$ cat src/rtl/alu_arb_pkg.sv
// Purpose: shared types and widths for the round-robin ALU request arbiter.
// Latency: n/a (types and constants only).
// Backpressure: n/a.
package alu_arb_pkg;

   localparam int RES_W  = 5;   // signed result width
   localparam int OPND_W = 4;   // signed operand width

   typedef enum logic [1:0] {
      OP_ADD   = 2'd0,
      OP_SUB   = 2'd1,
      OP_NOT_A = 2'd2,
      OP_OR_B  = 2'd3
   } alu_op_e;

   typedef enum logic [1:0] {
      IDLE = 2'd0,
      EXEC = 2'd1,
      RESP = 2'd2
   } state_e;

endpackage

$ cat src/rtl/alu_core4.sv
// Purpose: 4-bit signed ALU (add, sub, not-A, or-reduce-B) producing a 5-bit signed result.
// Latency: purely combinational, zero cycles.
// Backpressure: none; the caller registers the result.
// Ports: opcode (alu_op_e encoding), a/b (signed 4-bit operands), result (signed 5-bit).
module alu_core4
   import alu_arb_pkg::*;
(
   input  logic [1:0]        opcode,
   input  logic [OPND_W-1:0] a,
   input  logic [OPND_W-1:0] b,
   output logic [RES_W-1:0]  result
);

   logic [RES_W-1:0] a_x;
   logic [RES_W-1:0] b_x;

   // Sign-extend once; a 5-bit result holds every add/sub outcome (-16..15).
   assign a_x = {a[OPND_W-1], a};
   assign b_x = {b[OPND_W-1], b};

   always_comb begin
      result = '0;
      case (alu_op_e'(opcode))
         OP_ADD:   result = a_x + b_x;
         OP_SUB:   result = a_x - b_x;
         OP_NOT_A: result = ~a_x;   // inverting the extended value equals extending ~A
         OP_OR_B:  result = {{(RES_W-1){1'b0}}, |b};
         default:  result = '0;
      endcase
   end

endmodule

$ cat src/rtl/alu_req_arbiter.sv
// Purpose: round-robin scheduler sharing one 4-bit signed ALU between NUM_REQ requesters.
// Latency: accept in cycle N -> rsp_valid from cycle N+2; accepts spaced at least 3 cycles.
// Backpressure: rsp_ready low holds the response; no request is accepted until the handshake.
// Ports: clk/reset_n; req_valid/req_ready/req_opcode/req_a/req_b (packed per requester);
//        rsp_valid/rsp_ready/rsp_data/rsp_id; busy (state != IDLE); ops_done (wrapping count).
module alu_req_arbiter
   import alu_arb_pkg::*;
#(
   parameter int NUM_REQ = 2,
   parameter int ID_W    = (NUM_REQ > 1) ? $clog2(NUM_REQ) : 1,
   parameter int CNT_W   = 16
)(
   input  logic                   clk,
   input  logic                   reset_n,
   input  logic [NUM_REQ-1:0]     req_valid,
   output logic [NUM_REQ-1:0]     req_ready,
   input  logic [2*NUM_REQ-1:0]   req_opcode,
   input  logic [4*NUM_REQ-1:0]   req_a,
   input  logic [4*NUM_REQ-1:0]   req_b,
   output logic                   rsp_valid,
   input  logic                   rsp_ready,
   output logic [RES_W-1:0]       rsp_data,
   output logic [ID_W-1:0]        rsp_id,
   output logic                   busy,
   output logic [CNT_W-1:0]       ops_done
);

   state_e             state_q;
   state_e             state_d;
   logic [ID_W-1:0]    last_grant_q;
   logic [ID_W-1:0]    id_q;
   logic [1:0]         op_q;
   logic [OPND_W-1:0]  a_q;
   logic [OPND_W-1:0]  b_q;

   logic               grant_vld;
   logic [ID_W-1:0]    winner;
   logic [1:0]         sel_op;
   logic [OPND_W-1:0]  sel_a;
   logic [OPND_W-1:0]  sel_b;
   logic [RES_W-1:0]   alu_res;
   logic               accept;

   // Rotating-priority search. Offsets are scanned from farthest to nearest so the
   // last hit is the first valid requester above last_grant (modulo NUM_REQ).
   always_comb begin
      int idx;
      idx       = 0;
      grant_vld = 1'b0;
      winner    = last_grant_q;
      sel_op    = '0;
      sel_a     = '0;
      sel_b     = '0;
      for (int off = NUM_REQ; off >= 1; off--) begin
         idx = int'(last_grant_q) + off;
         if (idx >= NUM_REQ) begin
            idx = idx - NUM_REQ;
         end
         if (req_valid[idx]) begin
            grant_vld = 1'b1;
            winner    = ID_W'(idx);
            sel_op    = req_opcode[2*idx +: 2];
            sel_a     = req_a[OPND_W*idx +: OPND_W];
            sel_b     = req_b[OPND_W*idx +: OPND_W];
         end
      end
   end

   assign accept = (state_q == IDLE) && grant_vld;

   always_comb begin
      req_ready = '0;
      if (accept) begin
         req_ready[winner] = 1'b1;
      end
   end

   always_comb begin
      state_d = state_q;
      case (state_q)
         IDLE:    if (grant_vld) state_d = EXEC;
         EXEC:    state_d = RESP;
         RESP:    if (rsp_ready) state_d = IDLE;
         default: state_d = IDLE;
      endcase
   end

   always_ff @(posedge clk or negedge reset_n) begin
      if (!reset_n) begin
         state_q <= IDLE;
      end else begin
         state_q <= state_d;
      end
   end

   alu_core4 u_alu (
      .opcode (op_q),
      .a      (a_q),
      .b      (b_q),
      .result (alu_res)
   );

   always_ff @(posedge clk or negedge reset_n) begin
      if (!reset_n) begin
         last_grant_q <= ID_W'(NUM_REQ - 1);   // requester 0 wins first after reset
         id_q         <= '0;
         op_q         <= '0;
         a_q          <= '0;
         b_q          <= '0;
         rsp_valid    <= 1'b0;
         rsp_data     <= '0;
         rsp_id       <= '0;
         ops_done     <= '0;
      end else begin
         case (state_q)
            IDLE: begin
               if (grant_vld) begin
                  last_grant_q <= winner;
                  id_q         <= winner;
                  op_q         <= sel_op;
                  a_q          <= sel_a;
                  b_q          <= sel_b;
               end
            end
            EXEC: begin
               rsp_data  <= alu_res;
               rsp_id    <= id_q;
               rsp_valid <= 1'b1;
            end
            RESP: begin
               if (rsp_ready) begin
                  rsp_valid <= 1'b0;
                  ops_done  <= ops_done + CNT_W'(1);
               end
            end
            default: ;
         endcase
      end
   end

   assign busy = (state_q != IDLE);

endmodule

$ cat config.mk
export PLATFORM = sky130hd
export DESIGN_NAME = alu_req_arbiter
export DESIGN_NICKNAME = d
export VERILOG_FILES = /design/src/rtl/alu_arb_pkg.sv /design/src/rtl/alu_core4.sv /design/src/rtl/alu_req_arbiter.sv
export SDC_FILE = /design/constraint.sdc
export NUM_CORES = 1
export LEC_CHECK = 0
export BUFFER_PORTS_ARGS = -buffer_cell sky130_fd_sc_hd__buf_2
export CAP_MARGIN = 20
export CORE_UTILIZATION = 52
export CTS_BUF_LIST = sky130_fd_sc_hd__clkbuf_16
export DETAILED_ROUTE_END_ITERATION = 7
export GPL_TIMING_DRIVEN = 0
export PLACE_DENSITY = 0.79
export SYNTH_ARGS = -nofsm -noshare
export SYNTH_HDL_FRONTEND = slang
export SYNTH_HIERARCHICAL = 1
export SYNTH_SLANG_ARGS = --single-unit
$ cat constraint.sdc
create_clock -name clk -period 2.5 [get_ports clk]
set_input_delay 0.125 -clock clk [delete_from_list [all_inputs] [get_ports clk]]
set_output_delay 0.125 -clock clk [all_outputs]
set_load 0.005 [all_outputs]
==> metrics.cfg, run 1 <==
[critical_path]
arrival_ps=2620
required_ps=2720
critPathLaunch=op_q[1]$_DFFE_PN0P_
start_kind=flip-flop
critPathKind=reg2reg
critical_path.endpoint_type=flip-flop
timing.rr.start=op_q[1]$_DFFE_PN0P_
crit_fanout=10

[logic_synthesis]
ys_warn_count=6
synth_ff_type=dfrtp_1
yosysUniqueCellTypes=44
avgSynthCellArea_um2=10.0
synth-seq-cells=37
synthCells=193
async_flop_share_pct=100
syn-cell-area_um2=1940
seq_area_frac_synth_pct=47.9
synth.net_count=225
synth_edf_count=0

[sta]
setup_ws_ps=95.3
fin_crit_ps=2400
setup-tns-final_ps=0
post-route-period-util_pct=96.2
hold_viol_final=0
setup_violations=0
slew_viol_final=0
skew_ps=4.83
max_slew_margin_pct=46.0
worstMarginPinSlew_ps=810
fmax_mhz=416

[clocking]
cts_made_buffers=5
postCtsSetupBuffers=0
h-tree-depth=2
clk_pin_slew_ps=60
clkSinkCount=37
cts-root-buf=clkbuf_16
cts_buffer_depth=2
cts_tree=built
clock_latency_ps=280

[cells_and_area]
layout_common_cells=buf_2 (54), dfrtp_1 (36), nor2_1 (20)
multiInputGateArea_um2=960
n_fill_cell=269
drive_above_1_share_pct=31.0
layout_commonest_cell=buf_2
final_cells=298
seq_area_um2=927
synthToLayoutAreaGrowth_pct=27.4
diodes=0
fin_nets=283

[route]
drt_iter0_markers=159
drcViolationCount=0
drt-met1-wl_um=1920
routed_wl_um=4360
wl_per_cell_um=14.6
vias_per_cell=5.64
highest_layer=met4
met3WireLength_um=200
drt-pass1-iter-count=4
ant_nets=0
vias=1680
route.met2.wl_um=2170

[global_route]
track_usage_pct=24.4
gr-total-overflow=0
grt_pass1_vias=1671
grt_pass1_wl_um=7510
grt_start_max_net_pins=38
grt_antenna_before_repair=0

[place]
dp.cells=289
post-place-ws_ps=23.5
routabilityCongestion=0.774
port_buffers=50
hpwl_um=2980

[die]
fp.dieW_um=63.0
dieArea_um2=3970
rows=21
io_pins=51
start_util_pct=56.3
core_um2=3440
fp.dieH_um=63.0

[power]
power.leakage_uw=0.00120
p_per_area_nw_per_um2=1360
vdd_drop_max_uv=702

[hold_path]
hp-class=in2reg
min-delay-start=req_valid[0]

[outcome]
outcome=complete, no violations

[flow_run]
drv_cap=0

final timing paths:
check | to | slack, ps | depth (start not counted)
setup / recovery | rsp_data[4]$_DFFE_PN0P_ | 100 | 9
hold / removal | last_grant_q$_DFFE_PN1P_ | 40 | 2
setup reg to reg | rsp_data[4]$_DFFE_PN0P_ | 100 | 9
hold reg to reg | ops_done[15]$_DFFE_PN0P_ | 470 | 1
max in group asynchronous | op_q[1]$_DFFE_PN0P_ | 1510 | 2
min in group asynchronous | b_q[3]$_DFFE_PN0P_ | 470 | 2
per-stage QoR:
| step | power (uW) | hold WS (ps) | util [%] | cell area (um^2) |
|---|---|---|---|---|
| after floorplan | 2020 | -171 | - | 1940 |
| after global placement | 2340 | 259 | 65.2 | 2240 |
| after detailed placement | 2410 | 261 | 65.2 | 2240 |
| after CTS | 3290 | 42.1 | 71.2 | 2450 |
| after global routing | 3590 | 55.9 | 71.7 | 2470 |
| final | 3350 | 41.0 | 71.7 | 2470 |
metal layers:
metal / vias to the layer above / track usage, %
met5: - / 0
met3: 8 / 4.93
li1: 805 / -
met4: 0 / 9.01
met2: 59 / 41.3
met1: 808 / 30.7
flip-flops by register name, summed over array words and instances, names as in the netlist:
name	flops
ops_done	16
rsp_data	5
a_q	4
b_q	4
op_q	2
state_q	2
id_q	1
last_grant_q	1
rsp_id	1
rsp_valid	1
layout make-up:
type	instances	area share (%)
clock buffer	5	5.07
multi-input combinational	139	38.9
inverter	11	1.67
tap	46	2.33
buffer	6	1.12
clock inverter	3	2.79
sequential	37	37.6
timing repair buffer	51	10.5
what timing repair did:
item / in CTS / in global routing
pin swaps: 0 / 1
gates resized for setup: 1 / 5
setup endpoints to repair: 1 / 1
endpoints found under the hold margin: 36 / 0
hold buffers: 1 / 0
Yosys cell counts, types with 2 or more instances:
cell | n | area share, %
o21ai_1 | 2 | 0.52
xor2_1 | 5 | 2.3
o22ai_1 | 12 | 3.9
and3_1 | 2 | 0.65
nor2_1 | 20 | 3.9
dfrtp_1 | 36 | 47
nand2_1 | 10 | 1.9
nand4_1 | 5 | 1.6
a21oi_1 | 16 | 4.1
nand2b_1 | 2 | 0.65
inv_1 | 11 | 2.1
clkbuf_1 | 2 | 0.39
o211ai_1 | 2 | 0.77
buf_2 | 4 | 1.0
nor2b_1 | 4 | 1.3
nand3b_1 | 2 | 0.77
o21ai_0 | 4 | 1.0
nand3_1 | 5 | 1.3
ha_1 | 6 | 3.9
mux2_2 | 7 | 4.1
xnor2_1 | 13 | 5.9
critical path: stages, from the launching register on:
cell and delay, ps:
dfrtp_1 370, buf_2 180, nand2b_2 240, mux2i_2 200, fa_2 390, a21o_1 200
a21oi_2 190, mux2_1 340, nand3_1 100, mux2_2 140
where the power goes:
group | leakage, uW | switching, uW | internal (uW) | total [uW]
Combinational | 0.000643 | 800 | 705 | 1510
Sequential | 0.000458 | 223 | 806 | 1030
Clock | 0.0000944 | 239 | 574 | 813
Total | 0.00120 | 1260 | 2090 | 3350
logic make-up (layout without fill, tap and decap cells):
logic type | Yosys count | count (layout) | synth area share, %
flip-flops | 37 | 37 | 47.9
XOR/XNOR | 18 | 18 | 8.14
adder cells (fa/ha/maj) | 7 | 7 | 4.91
multiplexers | 9 | 9 | 5.17
AO/OA/AOI/OAI | 45 | 45 | 14.2
AND/OR/NAND/NOR | 60 | 60 | 16.2
buffers and inverters | 17 | 76 | 3.55
(Power assumes the default switching activity.)
==> run 2, diff against run 1 <==
- CAP_MARGIN: 20 -> 15
- CORE_UTILIZATION: 52 -> 47
- PLACE_DENSITY: 0.79 -> 0.75
- clock period: 2.5 -> 2.1 ns (I/O delays scaled with it)
==> metrics.cfg, run 2 (same netlist as run 1, synthesis figures left out) <==
[critical_path]
critPathLaunch=op_q[1]$_DFFE_PN0P_  ; unchanged
required_ps=2260  ; was 2720 ps
arrival_ps=2460  ; was 2620 ps
r2r-end=rsp_data[4]$_DFFE_PN0P_  ; unchanged
worstSetupEndpoint=rsp_data[4]$_DFFE_PN0P_  ; unchanged
start_kind=flip-flop  ; unchanged
r2r_setup_slack_ps=-200  ; was 100 ps
critical_path.endpoint_type=flip-flop  ; unchanged
reg2reg_depth=8  ; was 9
timing.rr.start=op_q[1]$_DFFE_PN0P_  ; unchanged
critPathKind=reg2reg  ; unchanged
crit_fanout=5  ; was 10

[clocking]
clkSinkCount=37  ; unchanged
cts_tree=built  ; unchanged
h-tree-depth=2  ; unchanged
cts_buffer_depth=2  ; unchanged
clk_pin_slew_ps=50  ; was 60 ps
clock_latency_ps=270  ; was 280 ps
cts_made_buffers=5  ; unchanged
cts-root-buf=clkbuf_16  ; unchanged

[cells_and_area]
fin_nets=294  ; was 283
layout_commonest_cell=buf_2  ; unchanged
n_fill_cell=313  ; was 269
seq_area_um2=930  ; was 927 um^2
largest_reg_flops=16  ; unchanged
drive_above_1_share_pct=38.4  ; was 31.0%
layout_common_cells=buf_2 (53), dfrtp_1 (34), nor2_1 (19)  ; was buf_2 (54), dfrtp_1 (36), nor2_1 (20)
synthToLayoutAreaGrowth_pct=33.0  ; was 27.4%
regMostFlops=ops_done  ; unchanged
multiInputGateArea_um2=1040  ; was 960 um^2
largestRegisters=ops_done: 16 flops, rsp_data: 5 flops  ; unchanged
diodes=0  ; unchanged

[route]
wl_per_cell_um=14.1  ; was 14.6 um
vias=1673  ; was 1,680
routed_wl_um=4390  ; was 4360 um
drt_iter0_markers=56  ; was 159
drt-pass1-iter-count=4  ; unchanged
drcViolationCount=0  ; unchanged
vias_per_cell=5.38  ; was 5.64
ant_nets=0  ; unchanged

[flow_run]
drv_cap=0  ; unchanged

[hold_path]
hp-class=in2reg  ; unchanged
hold_depth=2  ; unchanged

[outcome]
violations=setup timing
outcome=complete, but fails checks  ; was complete, no violations

[global_route]
gr-total-overflow=0  ; unchanged
grt_antenna_before_repair=0  ; unchanged
grt_pass1_wl_um=7110  ; was 7510 um
grt_pass1_vias=1607  ; was 1,671
track_usage_pct=21.7  ; was 24.4%
grt_start_max_net_pins=38  ; unchanged

[die]
start_util_pct=51.0  ; was 56.3%
io_pins=51  ; unchanged
dieArea_um2=4380  ; was 3970 um^2
core_um2=3800  ; was 3440 um^2
rows=22  ; was 21
fp.dieW_um=66.2  ; was 63.0 um
fp.dieH_um=66.2  ; was 63.0 um

[sta]
slew_viol_final=0  ; unchanged
setup_ws_ps=-201  ; was 95.3 ps
hold_viol_final=0  ; unchanged
max_slew_margin_pct=46.9  ; was 46.0%
skew_ps=5.15  ; was 4.83 ps
post-route-period-util_pct=110  ; was 96.2%
setup_violations=1  ; was 0
worstMarginPinSlew_ps=796  ; was 810 ps
hold_ws_ps=28.4  ; was 41.0 ps
fmax_mhz=435  ; was 416 MHz
rsz0062_at_grt=yes
fin_crit_ps=2300  ; was 2400 ps

[power]
p_per_area_nw_per_um2=1620  ; was 1360 nW/um^2
vdd_drop_max_uv=885  ; was 702 uV
power.leakage_uw=0.00125  ; was 0.00120 uW

[place]
port_buffers=50  ; unchanged
post-place-ws_ps=-273  ; was 23.5 ps
hpwl_um=2970  ; was 2980 um
routabilityCongestion=0.868  ; was 0.774

-- run 2: final cells by class --
cell class	count	area share [%]
multi-input cells	139	40.3
flip-flops and latches	37	36.1
repair buffers	63	13.5
clock buffers	5	4.86
well taps	48	2.33
inverters	11	1.60
plain buffers	5	0.874
clock inverters	3	0.486
-- run 2: worst min-delay path by stage --
stage                      start                  endpoint
floorplan                reset_n        a_q[0]$_DFFE_PN0P_
global placement         reset_n       op_q[1]$_DFFE_PN0P_
detailed placement       reset_n       op_q[1]$_DFFE_PN0P_
CTS                 req_valid[0]  last_grant_q$_DFFE_PN1P_
global route        req_valid[0]  last_grant_q$_DFFE_PN1P_
finish              req_valid[0]  last_grant_q$_DFFE_PN1P_
-- run 2: worst max-delay path, cell delays in order, from the launching register on --
cell      delay, ps
dfrtp_2         440
nand2b_4        180
mux2i_4         200
fa_2            380
a21o_1          250
a21oi_4         220
mux2_4          190
nand3_2          60
mux2_2          260
-- run 2: where the power goes --
group          internal [uW]  switching, uW  total (uW)
combinational           1140           1090        2240
clock                    429            268         697
sequential               964            264        1230
-- run 2: per-layer routing --
| layer | wire length (um) | global-route usage (%) | vias to the layer above |
|---|---|---|---|
| met4 | 51 | 4.79 | 0 |
| met5 | 0 | 0 | - |
| li1 | - | - | 824 |
| met3 | 132 | 5.69 | 7 |
| met2 | 2180 | 36.1 | 36 |
| met1 | 2030 | 28.3 | 806 |
-- run 2: stage by stage --
stage	instance area [um^2]	TNS (ps)	cells	util (%)	power, uW
2_1_floorplan	1960	0	193	-	2470
3_3_place_gp	2270	-209	291	59.7	2870
4_1_cts	2480	-163	305	65.3	3780
6_report	2580	-201	311	67.8	4160
5_1_grt	2580	-288	311	67.8	4470
3_5_place_dp	2270	-348	291	59.7	2940
-- run 2: repair_timing --
item,4_1_cts,5_1_grt
hold endpoints to repair,36,0
gates resized for setup,5,15
setup buffers,5,7
pin swaps,1,11
setup endpoints to repair,2,2
hold buffers,1,0
